[config.mk]
export PLATFORM = sky130hd
export DESIGN_NAME = fun_table_flat
export DESIGN_NICKNAME = d
export VERILOG_FILES = /design/src/rtl/fun_table_if.sv /design/src/rtl/fun_table.sv /design/src/flat_wrapper.sv
export SDC_FILE = /design/constraint.sdc
export NUM_CORES = 1
export LEC_CHECK = 0
export ABC_AREA = 1
export CAP_MARGIN = 20
export CORE_MARGIN = 5
export CORE_UTILIZATION = 45
export DETAILED_ROUTE_END_ITERATION = 10
export DONT_BUFFER_PORTS = 1
export PLACE_DENSITY_LB_ADDON = 0.05
export SKIP_CTS_REPAIR_TIMING = 1
export SLEW_MARGIN = 20
export SYNTH_ARGS = -nofsm -noshare
export SYNTH_HDL_FRONTEND = slang
export SYNTH_SLANG_ARGS = --single-unit
[constraint.sdc]
create_clock -name clk -period 0.8 [get_ports clk]
set_input_delay 0.16 -clock clk [delete_from_list [all_inputs] [get_ports clk]]
set_output_delay 0.16 -clock clk [all_outputs]
set_load 0.01 [all_outputs]
[src/rtl/fun_table_if.sv]
// fun_table_if
//   Bundles the SRT-4 quotient-digit selection request/response signals.
//   Ports (signals):
//     in_valid  1  b/p valid this cycle            (master -> slave)
//     b         4  divisor estimate 1.b2b1b0       (master -> slave)
//     p         6  signed remainder estimate, 1/8  (master -> slave)
//     q         3  two's-complement quotient digit (slave -> master)
//     q_valid   1  q holds the digit for last b/p  (slave -> master)
interface fun_table_if;
  logic       in_valid;
  logic [3:0] b;
  logic [5:0] p;
  logic [2:0] q;
  logic       q_valid;

  modport master (
    output in_valid, b, p,
    input  q, q_valid
  );

  modport slave (
    input  in_valid, b, p,
    output q, q_valid
  );
endinterface

[src/rtl/fun_table.sv]
// fun_table
//   Radix-4 SRT quotient-digit selection (digit set -2..+2). Looks up per-divisor
//   thresholds, compares the signed remainder estimate against them and registers
//   the selected digit once.
//   Ports:
//     clk    in  1  rising-edge clock
//     rst_n  in  1  asynchronous active-low reset
//     bus    slave modport of fun_table_if (in_valid, b, p in; q, q_valid out)
module fun_table (
  input  logic        clk,
  input  logic        rst_n,
  fun_table_if.slave  bus
);

  logic signed [5:0] w_p;
  logic signed [5:0] w_m2;
  logic signed [5:0] w_m1;
  logic signed [5:0] w_m0;
  logic signed [5:0] w_mn1;
  logic [2:0]        w_sel;
  logic [2:0]        r_q;
  logic              r_q_valid;

  assign w_p = $signed(bus.p);

  // Per-divisor thresholds in units of 1/8. All fit in 6-bit signed.
  always_comb begin
    w_m2  = 6'sd0;
    w_m1  = 6'sd0;
    w_m0  = 6'sd0;
    w_mn1 = 6'sd0;
    case (bus.b)
      4'd8:    begin w_m2 = 6'sd12; w_m1 = 6'sd4; w_m0 = -6'sd4; w_mn1 = -6'sd13; end
      4'd9:    begin w_m2 = 6'sd14; w_m1 = 6'sd4; w_m0 = -6'sd6; w_mn1 = -6'sd15; end
      4'd10:   begin w_m2 = 6'sd15; w_m1 = 6'sd4; w_m0 = -6'sd6; w_mn1 = -6'sd16; end
      4'd11:   begin w_m2 = 6'sd16; w_m1 = 6'sd4; w_m0 = -6'sd6; w_mn1 = -6'sd18; end
      4'd12:   begin w_m2 = 6'sd18; w_m1 = 6'sd6; w_m0 = -6'sd8; w_mn1 = -6'sd20; end
      4'd13:   begin w_m2 = 6'sd20; w_m1 = 6'sd6; w_m0 = -6'sd8; w_mn1 = -6'sd20; end
      4'd14:   begin w_m2 = 6'sd20; w_m1 = 6'sd8; w_m0 = -6'sd8; w_mn1 = -6'sd22; end
      4'd15:   begin w_m2 = 6'sd24; w_m1 = 6'sd8; w_m0 = -6'sd8; w_mn1 = -6'sd24; end
      default: begin w_m2 = 6'sd0;  w_m1 = 6'sd0; w_m0 = 6'sd0;  w_mn1 = 6'sd0;  end
    endcase
  end

  // Lower bounds are inclusive. Unnormalized divisors (b[3]=0) force digit 0.
  always_comb begin
    w_sel = 3'b000;
    if (!bus.b[3])        w_sel = 3'b000;
    else if (w_p >= w_m2) w_sel = 3'b010;
    else if (w_p >= w_m1) w_sel = 3'b001;
    else if (w_p >= w_m0) w_sel = 3'b000;
    else if (w_p >= w_mn1) w_sel = 3'b111;
    else                  w_sel = 3'b110;
  end

  always_ff @(posedge clk or negedge rst_n) begin
    if (!rst_n) begin
      r_q       <= 3'b000;
      r_q_valid <= 1'b0;
    end else begin
      r_q_valid <= bus.in_valid;
      if (bus.in_valid) r_q <= w_sel;
    end
  end

  assign bus.q       = r_q;
  assign bus.q_valid = r_q_valid;

endmodule

[src/flat_wrapper.sv]
// flat-port wrapper written by rule: the top's interface ports become plain ports
module fun_table_flat 
  (clk, rst_n, bus_in_valid, bus_b, bus_p, bus_q, bus_q_valid);
  fun_table_if bus_i ();
  input  logic clk;
  input  logic rst_n;
  input wire logic [$bits(bus_i.in_valid)-1:0] bus_in_valid;
  input wire logic [$bits(bus_i.b)-1:0] bus_b;
  input wire logic [$bits(bus_i.p)-1:0] bus_p;
  output wire logic [$bits(bus_i.q)-1:0] bus_q;
  output wire logic [$bits(bus_i.q_valid)-1:0] bus_q_valid;
  assign bus_i.in_valid = bus_in_valid;
  assign bus_i.b = bus_b;
  assign bus_i.p = bus_p;
  assign bus_q = bus_i.q;
  assign bus_q_valid = bus_i.q_valid;
  fun_table u_core (.clk(clk), .rst_n(rst_n), .bus(bus_i));
endmodule
==> metrics.txt <==
status finished with violations; failing checks negative setup slack; IO Port Bufs 0; initial antenna violation count 0; gr busiest metal met2; fin. max-slew vios 0; ANT cells 0; worst IR drop on VDD 0.491 mV; WS Path Type in2reg; Core Region 1900 um^2; I/O pin cnt 17; fin nets 190; mapped cell area slightly below 900 um^2; Final Util 59.3%; Finished Layout Cells 179; worst hold slack 110 ps; fmax around 690 MHz; TritonCTS clock tree done; switch share 38.2%; syn_nets 174; Worst path max stage delay around 280 ps; Placed Cells around 170; worst-margin pin slew 273 ps; global route overflow 0; Startpoint Class primary input; worst-path fanout max 8; pin count of the biggest net entering global routing 9; Initial DRC Count 13; Starting Density between 40% and 50%; MaxCap Viol Count 0; die height 54.0 um; Slew headroom between 80 and 90%; Cell variety after synth 20; Synth top area share 33.0%; met3 Track Usage GR under 10%; maximum root-to-sink buffer count 2; number of global-route vias before repair 788; Crit path top cell by count nand2_1; Leak Pwr 0.625 nW; post-synth top area cell ha_1; layout cells sized above 1 27.0%; dominant cells by area after synthesis ha_1 33%, nand2_1 18%, dfrtp_1 11%, inv_1 9.9%, nor2_1 6.0%; Worst-path clk slew 40 ps; Clk pwr share 24.2%; met1 Use GR a little under a fifth; RSZ-0062 raised after global routing true; Post-synth top cells 41 x nand2_1, 23 x ha_1, 23 x inv_1, 14 x nor2_1, 7 x nand3_1; Core Rows 16; Die Width 54.0 um; CP endpoint kind flip-flop; register bit total from synthesis 4; dpl ws -920 ps; TritonCTS buffer count 3; Clock Skew 0 ps; first-pass GRT wire length 3260 um; clk sink count 4; Final WS setup -651 ps; part of the power in combinational logic 51.8%; Total GRT Usage between 15 and 20%; Final Setup Violations 4; final worst-path cycle share 181%; Fin. Hold Viols 0; Vias/cell 4.86; Worst EP required 920 ps; post-route ant nets 0; Critical-path top delay cell ha_1; most common cell in the netlist nand2_1; fin crit period 1450 ps; Avg Cell Area, Syn 6.32 um^2; NetSw roughly 390 uW; Pwr Density 896 nW/um^2; part of the power in registers 24.0%; global placement routability congestion about 0.83; post-detail-place hpwl 1780 um; Routed WL per cell 12.2 um; Synth async-reset ratio 100%; FILL cells 190; synth-to-layout area growth 29.4%; M2 GR Usage 27.4%; Worst-Skew Late Latency 230 ps; crit path cell chain inv_8 -> ha_4 -> nor2_4 -> nor2_2 -> o21ai_2 -> ha_1 -> inv_1 -> nor2_1 -> o21ai_1 -> nand3_1 -> nand2_1 -> nand2_2 -> inv_2 -> nand2_2 -> nand2_1 -> nand2_1; dominant synthesized flop cell dfrtp_1; Synth Warn # 0; DRC viols 0; Mapped Cells 138; Worst Hold Class in2reg; Max H-tree Level 1; Via Count 870; Seq/Total Area, Yosys between 10% and 20%; DIE AREA 2920 um^2; Routed WL 2180 um; clock root buffer clkbuf_4; Int Pwr 625 uW; Initial DRT Pass Iterations 4; Arrival @ worst endpoint 1570 ps; Post-synth EDFFs 0
## cells by family after synthesis
group | after synthesis | share of synthesized area (%)
adders and majority gates | 23 | 33.0
DFF | 4 | 11.5
AOI/OAI and AO/OA | 12 | 7.46
buffers and inverters | 25 | 10.8
and+or+nand+nor | 74 | 37.3
## final cells by class
class	count	area, um^2	share of cell area (%)
Clock buffer	3	22.5	2.00
Timing Repair Buffer	11	87.6	7.76
Tap cell	27	33.8	2.99
Multi-Input combinational cell	109	771	68.3
Sequential cell	4	100	8.87
Inverter	25	114	10.1
## cell usage in the layout, fill, tap and decap left out, drive strengths merged
cell type	instances
o21ai	6
ha	23
nor2	17
nand2	43
a21oi	4
inv	25
dfrtp	4
clkbuf	3
a22oi	1
nor3	2
nand3	7
nand4	3
buf	9
dlygate4sd3	2
or2	2
o211ai	1
## power by group through the flow
stage	Clock [mW]	Sequential, mW	Combinational [mW]
final	0.244	0.243	0.523
after floorplan	0	0.242	0.349
after detailed placement	0	0.246	0.454
after global placement	0	0.245	0.445
after global routing	0.270	0.244	0.605
after CTS	0.253	0.243	0.456
## registers in the layout (all words and copies together), names as in the netlist
register and count:
u_core.bus.q 3, u_core.bus.q_valid 1
## path summary, 6_finish.rpt
| path | slack, ps | start | depth (start not counted) | endpoint |
|---|---|---|---|---|
| max in group asynchronous | 430 | rst_n | 1 | u_core.bus.q[1] |
| min in group asynchronous | 200 | rst_n | 1 | u_core.bus.q[2] |
| worst max register to register | 130 | u_core.bus.q[0] | 2 | u_core.bus.q[0] |
| worst max-delay path | -650 | bus_b[1] | 16 | u_core.bus.q[1] |
| worst min register to register | 540 | u_core.bus.q[2] | 2 | u_core.bus.q[2] |
| worst min-delay path | 110 | bus_in_valid | 3 | u_core.bus.q[2] |
## through the flow
| step | area [um^2] | TNS, ps | total power, mW |
|---|---|---|---|
| 5_1_grt | 1130 | -2190 | 1.12 |
| 3_5_place_dp | 1010 | -2680 | 0.699 |
| 6_report | 1130 | -1900 | 1.01 |
| 3_3_place_gp | 1010 | -2600 | 0.690 |
| 2_1_floorplan | 912 | -2250 | 0.591 |
| 4_1_cts | 1040 | -1990 | 0.953 |
## layer usage
layer | vias to the layer above | share of wire, %
li1 | 467 | -
met4 | 0 | 0.78
met5 | - | 0
met1 | 388 | 43
met2 | 13 | 52
met3 | 2 | 4.0
## worst max-delay path, delay by kind of cell
kind            cells  cell delay [ps]
fa+ha+maj           2              550
buf+inv             3              130
compound gates      2              190
simple gates        9              530
(Power assumes the default switching activity.)
